[config.mk]
export PLATFORM = sky130hd
export DESIGN_NAME = passcode_rx_fsm
export DESIGN_NICKNAME = d
export VERILOG_FILES = /design/src/rtl/uart_pkg.sv /design/src/rtl/bcd_shift_buffer.sv /design/src/rtl/passcode_rx_fsm.sv
export SDC_FILE = /design/constraint.sdc
export NUM_CORES = 1
export LEC_CHECK = 0
export ABC_AREA = 1
export BUFFER_PORTS_ARGS = -buffer_cell sky130_fd_sc_hd__buf_2
export CAP_MARGIN = 20
export CORE_UTILIZATION = 49
export CTS_CLUSTER_SIZE = 40
export DETAILED_ROUTE_END_ITERATION = 16
export PLACE_DENSITY = 0.75
export SLEW_MARGIN = 25
export SYNTH_ARGS = -nofsm -noshare
export SYNTH_HDL_FRONTEND = slang
export SYNTH_SLANG_ARGS = --single-unit
[constraint.sdc]
create_clock -name clk -period 2.6 [get_ports clk]
set_input_delay 0.52 -clock clk [delete_from_list [all_inputs] [get_ports clk]]
set_output_delay 0.52 -clock clk [all_outputs]
set_load 0.1 [all_outputs]
[src/rtl/uart_pkg.sv]
// Shared UART-side definitions: ASCII control codes, receive FSM state
// encoding and a digit classifier used by the line parsers.
package uart_pkg;

  localparam logic [7:0] CR   = 8'h0D;
  localparam logic [7:0] LF   = 8'h0A;
  localparam logic [7:0] BS   = 8'h08;
  localparam logic [7:0] DEL  = 8'h7F;
  localparam logic [7:0] ZERO = 8'h30;
  localparam logic [7:0] NINE = 8'h39;

  typedef enum logic [2:0] {
    S_IDLE    = 3'd0,
    S_READ    = 3'd1,
    S_WAITCLR = 3'd2,
    S_PARSE   = 3'd3,
    S_DONE    = 3'd4,
    S_FAIL    = 3'd5
  } rx_state_t;

  function automatic logic is_digit(input logic [7:0] b);
    return (b >= ZERO) && (b <= NINE);
  endfunction

endpackage

[src/rtl/bcd_shift_buffer.sv]
// Right-justified BCD digit store: push shifts a digit in at the bottom,
// pop drops the newest digit, overflow is flagged instead of corrupting data.
module bcd_shift_buffer #(
  parameter int MAXLEN = 4
) (
  input  logic                  clk,
  input  logic                  rst,
  input  logic                  i_clr,
  input  logic                  i_push,
  input  logic                  i_pop,
  input  logic [3:0]            i_digit,
  output logic [4*MAXLEN-1:0]   o_buf,
  output logic [3:0]            o_count,
  output logic                  o_ovf
);

  localparam int         W       = 4 * MAXLEN;
  localparam logic [3:0] MAX_CNT = 4'(MAXLEN);

  logic [W-1:0] r_buf;
  logic [3:0]   r_count;
  logic         r_ovf;

  // Digit storage, count and overflow flag; clear wins over push/pop.
  always_ff @(posedge clk) begin
    if (rst || i_clr) begin
      r_buf   <= '0;
      r_count <= 4'd0;
      r_ovf   <= 1'b0;
    end else if (i_push) begin
      if (r_count < MAX_CNT) begin
        r_buf   <= (r_buf << 4) | W'(i_digit);
        r_count <= r_count + 4'd1;
      end else begin
        r_ovf   <= 1'b1;
      end
    end else if (i_pop && (r_count != 4'd0)) begin
      r_buf   <= r_buf >> 4;
      r_count <= r_count - 4'd1;
    end else begin
      r_buf   <= r_buf;
      r_count <= r_count;
      r_ovf   <= r_ovf;
    end
  end

  assign o_buf   = r_buf;
  assign o_count = r_count;
  assign o_ovf   = r_ovf;

endmodule

[src/rtl/passcode_rx_fsm.sv]
// Drains bytes from the UART receiver with a read strobe, assembles a BCD
// passcode and reports it (or a rejected line) on carriage return.
module passcode_rx_fsm
  import uart_pkg::*;
#(
  parameter int MAXLEN = 4
) (
  input  logic                clk,
  input  logic                rst,
  input  logic [7:0]          rxdata,
  input  logic                rxrdy,
  output logic                rdrxd,
  output logic [4*MAXLEN-1:0] code,
  output logic [3:0]          len,
  output logic                code_valid,
  output logic                err
);

  rx_state_t           r_state;
  rx_state_t           w_next;
  logic [7:0]          r_byte;
  logic                r_bad;
  logic                w_push;
  logic                w_pop;
  logic                w_set_bad;
  logic                w_clr;
  logic [4*MAXLEN-1:0] w_buf;
  logic [3:0]          w_count;
  logic                w_ovf;
  logic                r_rdrxd;
  logic                r_code_valid;
  logic                r_err;
  logic [4*MAXLEN-1:0] r_code;
  logic [3:0]          r_len;

  bcd_shift_buffer #(.MAXLEN(MAXLEN)) u_buf (
    .clk     (clk),
    .rst     (rst),
    .i_clr   (w_clr),
    .i_push  (w_push),
    .i_pop   (w_pop),
    .i_digit (r_byte[3:0]),
    .o_buf   (w_buf),
    .o_count (w_count),
    .o_ovf   (w_ovf)
  );

  assign w_clr = (r_state == S_DONE) || (r_state == S_FAIL);

  // State register.
  always_ff @(posedge clk) begin
    if (rst) begin
      r_state <= S_IDLE;
    end else begin
      r_state <= w_next;
    end
  end

  // Next-state decode and per-byte actions taken in PARSE.
  always_comb begin
    w_next    = r_state;
    w_push    = 1'b0;
    w_pop     = 1'b0;
    w_set_bad = 1'b0;
    case (r_state)
      S_IDLE: begin
        if (rxrdy) begin
          w_next = S_READ;
        end else begin
          w_next = S_IDLE;
        end
      end
      S_READ:  w_next = S_WAITCLR;
      S_WAITCLR: begin
        if (!rxrdy) begin
          w_next = S_PARSE;
        end else begin
          w_next = S_WAITCLR;
        end
      end
      S_PARSE: begin
        w_next = S_IDLE;
        if (is_digit(r_byte)) begin
          w_push = 1'b1;
        end else if ((r_byte == BS) || (r_byte == DEL)) begin
          w_pop = 1'b1;
        end else if (r_byte == LF) begin
          w_next = S_IDLE;
        end else if (r_byte == CR) begin
          // An empty clean line is silent so CR LF / LF CR give one pulse.
          if (w_ovf || r_bad) begin
            w_next = S_FAIL;
          end else if (w_count == 4'd0) begin
            w_next = S_IDLE;
          end else begin
            w_next = S_DONE;
          end
        end else begin
          w_set_bad = 1'b1;
        end
      end
      S_DONE:  w_next = S_IDLE;
      S_FAIL:  w_next = S_IDLE;
      default: w_next = S_IDLE;
    endcase
  end

  // Byte latch and bad-character flag.
  always_ff @(posedge clk) begin
    if (rst) begin
      r_byte <= 8'h00;
      r_bad  <= 1'b0;
    end else begin
      if (r_state == S_READ) begin
        r_byte <= rxdata;
      end else begin
        r_byte <= r_byte;
      end
      if (w_clr) begin
        r_bad <= 1'b0;
      end else if (w_set_bad) begin
        r_bad <= 1'b1;
      end else begin
        r_bad <= r_bad;
      end
    end
  end

  // Registered outputs, decoded from the state being entered.
  always_ff @(posedge clk) begin
    if (rst) begin
      r_rdrxd      <= 1'b0;
      r_code_valid <= 1'b0;
      r_err        <= 1'b0;
      r_code       <= '0;
      r_len        <= 4'd0;
    end else begin
      r_rdrxd      <= (w_next == S_READ);
      r_code_valid <= (w_next == S_DONE);
      r_err        <= (w_next == S_FAIL);
      if (w_next == S_DONE) begin
        r_code <= w_buf;
        r_len  <= w_count;
      end else begin
        r_code <= r_code;
        r_len  <= r_len;
      end
    end
  end

  assign rdrxd      = r_rdrxd;
  assign code_valid = r_code_valid;
  assign err        = r_err;
  assign code       = r_code;
  assign len        = r_len;

endmodule

==> qor.yml, run 1 <==
cts_max_level: 2
regArea_um2: 1120
cts_root_buf: "clkbuf_8"
multi_input_area_um2: 1210
status: "complete, no violations"
worst_ep_required_time_ns: 2.82
synth-seq-cells: 56
grt_max_degree: 31
powerDensity_nw_per_um2: 550
period_minus_slack_ns: 2.17
boundaryPins: 34
n_fill_cell: 522
crit_chain: "inv_1 -> nand2_1 -> nor2_1 -> nand3_4 -> ha_1 -> nand2_1 -> nand2_1 -> nor2_1 -> inv_1 -> nand2_1 -> nand2_1 -> inv_1 -> nand3_1 -> nand2_1 -> nor2_1"
die_area_um2: 5650
grt_pass1_vias: 1936
max_clock_freq_ghz: 0.462
cap_violations: 0
cp.arrival_ns: 2.38
start_util: 0.511
cts_tree: "built"
synthesis.area_um2: 2630
fin_setup_tns_ns: 0
route.detailed.drc: 0
die_w_um: 75.2
rsz0062_at_grt: "no"
vdd.ir_drop.worst_mv: 0.307
antenna_found_initial: 0
nNetsFinal: 416
yosysTopAreaCellShare: 0.427
drv_slew: 0
ys_top_cells_by_count: "nor2_1 (94), nand2_1 (61), dfxtp_1 (56)"
setup_viol: 0
grt_first_pass_wirelength_um: 8360
grt_overflow: 0
slew_headroom: 0.579
synthTopCellsByArea: "dfxtp_1 (43%), nor2_1 (13%), nand2_1 (8.7%), o21ai_0 (7.2%), inv_1 (5.7%)"
place_area_um2: 2770
vias: 2332
clkTransAtPathRegs_ns: 0.10
cp_slowest_stage_delay_ns: 0.44
syn_inst: 376
clkSinkCount: 56
cts_resized: 0
tritoncts.num_buffers: 5
slowest_stage: "ha_1"
hold_violations: 0
cp-start-kind: "register"
path_buf_inv: 3
ys_seq_area_frac: 0.427
critPathTopFamily: "simple AND/OR/NAND/NOR gates"
die_h_um: 75.2
clk_latency_ns: 0.32
drt_iter0_drc: 211
antenna_cells: 0
io_buffers: 33
power_mw: 1.58
design_area_um2: 2880
synth_edf_count: 0
synth.distinct_cells: 31
synth_ff_type: "dfxtp_1"
synthArstFlopShare: 0
synth_area_per_cell_um2: 6.98
hold_slack_ns: 0.456
skew_ns: 0.00641
endpoint_kind: "register"
final_layout_size_suffix_gt1_frac: 0.146
fin_util: 0.560
core_area_um2: 5140
cts.path.max_buffers: 2
avgViaCountPerCell: 4.93
grt_usage: 0.193
crit_top_cell: "nand2_1"
avgRoutedWirePerCell_um: 10.5
ant_nets: 0
worst_slew_pin_slew_ns: 0.630
post_cts_buffers: 0
drt_first_pass_iters: 4
fin_crit_sh: 0.833
path_max_fanout: 30
synth_most_common_cell: "nor2_1"
critPathKind: "reg2reg"
synth_top_cell_by_area: "dfxtp_1"
dpl.hpwl_um: 3500
gp_congestion: 0.880
hp-class: "reg2reg"
area_growth_pct: 9.58
routed_wl_um: 4960
synth.net_count: 390
p_leak_nw: 1.28
postCtsHoldBufs: 0
rows: 26
ys_warn_count: 0
==> per-layer routing <==
metal | GRT usage | share of wire | wire length (um)
met5 | 0 | 0 | 0
met4 | 0.0679 | 0.021 | 104
met3 | 0.0442 | 0.048 | 240
met2 | 0.331 | 0.47 | 2320
met1 | 0.239 | 0.46 | 2300
==> final timing paths <==
path                   from                to  slack (ns)  cells after the start
setup / recovery  r_byte[7]  u_buf.o_count[3]        0.43                     15
hold / removal        r_bad             r_bad        0.46                      2
setup reg to reg  r_byte[7]  u_buf.o_count[3]        0.43                     15
hold reg to reg       r_bad             r_bad        0.46                      2
==> tightest hold or removal path: cells and delay by family, from the launching register on <==
family                 cells  cell delay (ns)
AOI/OAI and AO/OA          1             0.05
buffers and inverters      1             0.05
DFF                        1             0.32
==> final cells by class <==
| cell class | instances | share of cell area |
|---|---|---|
| clock buffers | 6 | 0.0252 |
| multi-input cells | 260 | 0.420 |
| repair buffers | 36 | 0.0652 |
| flip-flops and latches | 56 | 0.390 |
| inverters | 43 | 0.0570 |
| clock inverters | 2 | 0.0122 |
| well taps | 70 | 0.0304 |
==> layout by cell type, fill, tap and decap left out, drive strengths merged, types with 2 or more instances in the layout <==
master	synthesis	routed
nor2	99	99
nand2	65	65
a21oi	19	19
o21ai	38	38
ha	2	2
dfxtp	56	56
buf	14	36
clkbuf	3	6
inv	42	42
nand4	2	2
nand3	30	30
clkinv	1	2
==> cells by family after synthesis <==
group | synth area share
AO/OA/AOI/OAI | 0.113
AND/OR/NAND/NOR | 0.327
adder cells (fa/ha/maj) | 0.0172
flip-flops | 0.427
XOR/XNOR | 0.00334
buffers and inverters | 0.112
==> power by group <==
group | internal (mW) | total [mW] | switching, mW
Clock | 0.286 | 0.570 | 0.284
Sequential | 0.874 | 0.887 | 0.0125
Combinational | 0.0376 | 0.126 | 0.0884
==> stage by stage <==
| step | setup slack (ns) | instances |
|---|---|---|
| after floorplan | 0.691 | 376 |
| after global placement | 0.549 | 465 |
| after detailed placement | 0.492 | 465 |
| after CTS | 0.441 | 473 |
| after global routing | 0.0860 | 473 |
| final | 0.435 | 473 |
==> sequential cells by signal, indices dropped and copies added (netlist names), 3 cells and up <==
register,cells
r_state,3
r_byte,8
code,16
len,4
u_buf.o_count,4
u_buf.o_buf,16
Note: power is estimated with default switching activity, not from simulation.
==> run 2, diff against run 1 <==
==> constraint.sdc (replaced) <==
create_clock -name clk -period 2 [get_ports clk]
set_input_delay 0.4 -clock clk [delete_from_list [all_inputs] [get_ports clk]]
set_output_delay 0.4 -clock clk [all_outputs]
set_load 0.1 [all_outputs]
==> run 2 against run 1 <==
Net effect: total power rose by 30%; register-to-register slack got worse by 0.23 ns; clock skew barely moved; die area did not move; sequential cell count did not move; final area rose by 1.1%; global-route usage rose by 0.21 points; maximum frequency rose by 21%; sequential power rose by 30%; clock-buffer cell count did not move; wire length rose by 2.9%; first-iteration DRC count fell by 42%; largest cell class unchanged.
==> qor.yml, run 2 (synthesis gave the netlist of run 1 again) <==
status: "complete, no violations"
tritoncts.num_buffers: 5  # unchanged
area_growth_pct: 10.8
rows: 26  # unchanged
path_buf_inv: 1  # -2
path_max_fanout: 8  # -73%
antenna_cells: 0  # unchanged
powerDensity_nw_per_um2: 706  # +28%
dpl.hpwl_um: 3690  # +5.5%
n_fill_cell: 536  # +2.7%
cts_resized: 0  # unchanged
drt_iter0_drc: 123  # -42%
hold_slack_ns: 0.351  # -0.105 ns
ant_nets: 0  # unchanged
period_minus_slack_ns: 1.79  # -0.372 ns
avgViaCountPerCell: 4.76  # -3.5%
drv_slew: 0  # unchanged
p_leak_nw: 1.29  # +0.82%
vdd.ir_drop.worst_mv: 0.300  # -2.3%
hp-class: "in2reg"
slowest_stage: "dfxtp_1"
slew_headroom: 0.646  # +0.0666
routed_wl_um: 5110  # +2.9%
critPathKind: "reg2reg"
postCtsHoldBufs: 0  # unchanged
grt_max_degree: 24  # -23%
grt_overflow: 0  # unchanged
cp.arrival_ns: 2.01  # -0.37 ns
route.detailed.drc: 0  # unchanged
grt_pass1_vias: 1958  # +1.1%
avgRoutedWirePerCell_um: 10.8  # +2.5%
hold_violations: 0  # unchanged
boundaryPins: 34  # unchanged
cts.path.max_buffers: 2  # unchanged
fin_setup_tns_ns: 0  # unchanged
start_util: 0.511  # unchanged
max_clock_freq_ghz: 0.558  # +21%
cp_slowest_stage_delay_ns: 0.37  # -0.07 ns
final_common_cell: "nor2_1"
clk_latency_ns: 0.31  # about the same
endpoint_kind: "register"
cts_tree: "built"
crit_top_cell: "nor2_1"
multi_input_area_um2: 1220  # +1.2%
die_h_um: 75.2  # unchanged
gp_congestion: 0.881  # about the same
nNetsFinal: 418  # +0.48%
vias: 2261  # -3.0%
grt_first_pass_wirelength_um: 8490  # +1.6%
die_w_um: 75.2  # unchanged
worst_ep_required_time_ns: 2.22  # -0.60 ns
design_area_um2: 2910  # +1.1%
cts_root_buf: "clkbuf_8"
fin_crit_sh: 0.897  # +0.0637
skew_ns: 0.00665  # +0.000241 ns
core_area_um2: 5140  # unchanged
io_buffers: 33  # unchanged
clkSinkCount: 56  # unchanged
die_area_um2: 5650  # unchanged
mostFrequentLayoutCells: "nor2_1 (93), nand2_1 (61), dfxtp_1 (55)"
post_cts_buffers: 0  # unchanged
drt_first_pass_iters: 4  # unchanged
worst_slew_pin_slew_ns: 0.530  # -0.101 ns
critPathTopFamily: "simple AND/OR/NAND/NOR gates"
cp-start-kind: "register"
setup_viol: 0  # unchanged
grt_usage: 0.195  # +0.00209
final_layout_size_suffix_gt1_frac: 0.158  # +0.0116
antenna_found_initial: 0  # unchanged
cap_violations: 0  # unchanged
crit_chain: "nand2_2 -> nor2_8 -> nand3_4 -> ha_1 -> nand2_1 -> nor2_1 -> nor2_1 -> nand3_1 -> nand2_1 -> inv_1 -> a21oi_1 -> nor2_1"
clkTransAtPathRegs_ns: 0.09  # about the same
place_area_um2: 2780  # +0.54%
cts_max_level: 2  # unchanged
rsz0062_at_grt: "no"
regArea_um2: 1120  # +0.11%
run 2: layout make-up:
| class | instances | share of cell area |
|---|---|---|
| Multi-Input combinational cell | 260 | 0.421 |
| Inverter | 43 | 0.0564 |
| Clock buffer | 6 | 0.0250 |
| Clock inverter | 2 | 0.0120 |
| Tap cell | 70 | 0.0301 |
| Sequential cell | 56 | 0.386 |
| Timing Repair Buffer | 38 | 0.0697 |
run 2: worst register-to-register path, cell delays in order (launching register included):
cell	delay (ns)
dfxtp_1	0.37
nand2_2	0.10
nor2_8	0.15
nand3_4	0.15
ha_1	0.32
nand2_1	0.06
nor2_1	0.03
nor2_1	0.12
nand3_1	0.09
nand2_1	0.07
inv_1	0.04
a21oi_1	0.12
nor2_1	0.06
run 2: metal layers:
layer | part of all wire | track usage
met4 | 0.010 | 0.0556
met5 | 0 | 0
met1 | 0.48 | 0.245
met2 | 0.48 | 0.337
met3 | 0.026 | 0.0442
run 2: metrics by stage:
| step | util | setup WS (ns) | std cells | power (mW) |
|---|---|---|---|---|
| after global routing | 0.566 | 0.0332 | 475 | 2.13 |
| after detailed placement | 0.542 | 0.104 | 467 | 1.34 |
| after CTS | 0.563 | 0.0844 | 475 | 2.07 |
| final | 0.566 | 0.207 | 475 | 2.05 |
| after floorplan | - | 0.0912 | 376 | 1.31 |
| after global placement | 0.542 | 0.175 | 467 | 1.34 |
run 2: worst paths after layout:
kind	start	to	slack, ns	cells past startpoint
setup / recovery	r_state[1]	u_buf.o_count[3]	0.21	12
setup reg to reg	r_state[1]	u_buf.o_count[3]	0.21	12
hold reg to reg	r_bad	r_bad	0.45	2
hold / removal	rst	r_state[1]	0.35	2
run 2: where the power goes:
part	switching [mW]	internal, mW
logic	0.115	0.0491
clock network	0.364	0.372
registers	0.0158	1.14
==> run 3, diff against run 2 <==
--- a/config.mk
+++ b/config.mk
@@ -6,12 +6,12 @@
 export NUM_CORES = 1
 export LEC_CHECK = 0
 export ABC_AREA = 1
-export BUFFER_PORTS_ARGS = -buffer_cell sky130_fd_sc_hd__buf_2
 export CAP_MARGIN = 20
 export CORE_UTILIZATION = 49
 export CTS_CLUSTER_SIZE = 40
 export DETAILED_ROUTE_END_ITERATION = 16
-export PLACE_DENSITY = 0.75
+export DONT_BUFFER_PORTS = 1
+export PLACE_DENSITY = 0.7
 export SLEW_MARGIN = 25
 export SYNTH_ARGS = -nofsm -noshare
 export SYNTH_HDL_FRONTEND = slang
==> run 3 against run 2 <==
Net effect: global-route usage decreased by 0.062 points; maximum frequency shrank 2.0%; die area unchanged; sequential cell count did not move; wire length grew 0.49%; worst hold slack got worse by 0.20 ns; combinational power shrank 5%; critical path type unchanged; final area fell by 0.52%; sequential power barely moved; sequential share of layout area up 0.16 points; critical endpoint unchanged.
==> qor.yml, run 3 (synthesis gave the netlist of run 1 again) <==
io_buffers: 0  # -100%
endpoint_kind: "register"
clk_latency_ns: 0.31  # about the same
die_w_um: 75.2  # unchanged
nNetsFinal: 409  # -2.2%
path_max_fanout: 4  # -4
hp-class: "in2reg"
mostFrequentLayoutCells: "nor2_1 (94), nand2_1 (61), dfxtp_1 (56)"
boundaryPins: 34  # unchanged
hold_slack_ns: 0.149  # -0.202 ns
hold_violations: 0  # unchanged
crit_top_cell: "nand2_1"
slew_headroom: 0.645  # -0.00115
vias: 2249  # -0.53%
skew_ns: 0.00623  # -0.000414 ns
grt_usage: 0.195  # -0.000618
rows: 26  # unchanged
seqPwrFrac: 0.591  # +0.029
clkTransAtPathRegs_ns: 0.09  # about the same
setup_viol: 0  # unchanged
cts_tree: "built"
drv_slew: 0  # unchanged
fin_crit_sh: 0.915  # +0.0182
setup_slack_ns: 0.170  # -0.0364 ns
rsz0062_at_grt: "no"
core_area_um2: 5140  # unchanged
pwr-share-clk: 0.329  # -0.030
final_layout_size_suffix_gt1_frac: 0.131  # -0.0267
routed_wl_um: 5130  # +0.49%
status: "complete, no violations"
route.detailed.drc: 0  # unchanged
dpl.hpwl_um: 3640  # -1.3%
cp-start-kind: "register"
cts_max_level: 2  # unchanged
max_clock_freq_ghz: 0.547  # -2.0%
fin_setup_tns_ns: 0  # unchanged
period_minus_slack_ns: 1.83  # +0.0364 ns
clkSinkCount: 56  # unchanged
critPathKind: "reg2reg"
grt_overflow: 0  # unchanged
crit_chain: "nand2_1 -> nor2_1 -> nand3_4 -> ha_1 -> nand2_1 -> nand2_1 -> nor2_1 -> nand3_1 -> nand2_1 -> inv_1 -> a21oi_1 -> nor2_1"
fin_util: 0.563  # -0.00292
cts_resized: 0  # unchanged
avgRoutedWirePerCell_um: 11.0  # +2.4%
post_cts_buffers: 0  # unchanged
cts_root_buf: "clkbuf_8"
cap_violations: 0  # unchanged
grt_max_degree: 29  # +21%
p_comb_frac: 0.080  # about the same
start_util: 0.511  # unchanged
die_area_um2: 5650  # unchanged
intPower_mw: 1.46  # -6.2%
grt_first_pass_wirelength_um: 8370  # -1.4%
powerDensity_nw_per_um2: 674  # -4.5%
vdd.ir_drop.worst_mv: 0.281  # -6.5%
antenna_found_initial: 0  # unchanged
drt_first_pass_iters: 4  # unchanged
tritoncts.num_buffers: 5  # unchanged
worst_ep_required_time_ns: 2.21  # about the same
p_leak_nw: 1.24  # -3.9%
worst_slew_pin_slew_ns: 0.531  # +0.00172 ns
antenna_cells: 0  # unchanged
drt_iter0_drc: 123  # unchanged
switching_share: 0.250  # +0.00937
p_switching_uw: 488  # -1.3%
dp_slack_ns: 0.161  # +0.0571 ns
cts.path.max_buffers: 2  # unchanged
n_fill_cell: 530  # -1.1%
slowest_stage: "dfxtp_1"
die_h_um: 75.2  # unchanged
gp_congestion: 0.860  # -2.4%
cp.arrival_ns: 2.04  # +0.03 ns
avgViaCountPerCell: 4.83  # +1.4%
postCtsHoldBufs: 0  # unchanged
cp_slowest_stage_delay_ns: 0.36  # about the same
final_common_cell: "nor2_1"
grt_pass1_vias: 1872  # -4.4%
area_growth_pct: 10.2
ant_nets: 0  # unchanged
[run 3: changes by cell type in the layout (fill, tap and decap cells not counted)]
cell	previous run	this run
dfxtp_1	55	56
dfxtp_2	1	0
bufinv_16	1	0
clkinv_2	1	0
buf_4	5	29
ha_1	1	2
nor2_2	5	4
clkbuf_8	5	6
buf_2	33	0
nor2_1	93	94
ha_4	1	0
clkinvlp_4	0	1
[run 3: critical path, delay by kind of cell (launching register included)]
kind            cells  cell delay [ns]
flops               1             0.36
compound gates      1             0.12
buf+inv             1             0.04
simple gates        9             0.86
fa+ha+maj           1             0.36
[run 3: area by class of cell]
| type | count | area [um^2] | area share |
|---|---|---|---|
| Inverter | 43 | 164 | 0.0567 |
| Timing Repair Buffer | 29 | 218 | 0.0753 |
| Clock buffer | 7 | 86.3 | 0.0298 |
| Sequential cell | 56 | 1120 | 0.388 |
| Tap cell | 70 | 87.6 | 0.0303 |
| Clock inverter | 1 | 7.51 | 0.00260 |
| Multi-Input combinational cell | 260 | 1210 | 0.418 |
[run 3: power by group through the flow]
stage	clock (mW)	combinational [mW]	sequential, mW
4_1_cts	0.666	0.157	1.15
3_3_place_gp	0	0.154	1.18
2_1_floorplan	0	0.128	1.19
6_report	0.642	0.156	1.15
5_1_grt	0.713	0.177	1.16
3_5_place_dp	0	0.156	1.18
[run 3: layer usage]
layer  vias up  wire [um]  GRT usage  share of wire
li1       1207          -          -              -
met2        47       2260      0.307           0.44
met1       980       2510      0.251           0.49
met5         -          0          0              0
met4         0        148     0.0947          0.029
met3        15        218     0.0455          0.042
[run 3: path summary, 6_finish.rpt]
path                      endpoint  cells after the start      start  slack (ns)
setup reg to reg  u_buf.o_count[3]                     12  r_byte[5]        0.17
hold / removal          r_state[1]                      1        rst        0.15
hold reg to reg              r_bad                      2      r_bad        0.45
setup / recovery  u_buf.o_count[3]                     12  r_byte[5]        0.17
[run 3: through the flow]
step | std cells | total power [mW] | instance area, um^2
floorplan | 376 | 1.31 | 2630
global placement | 458 | 1.33 | 2800
detailed placement | 458 | 1.33 | 2800
CTS | 466 | 1.97 | 2890
global route | 466 | 2.05 | 2890
finish | 466 | 1.95 | 2890
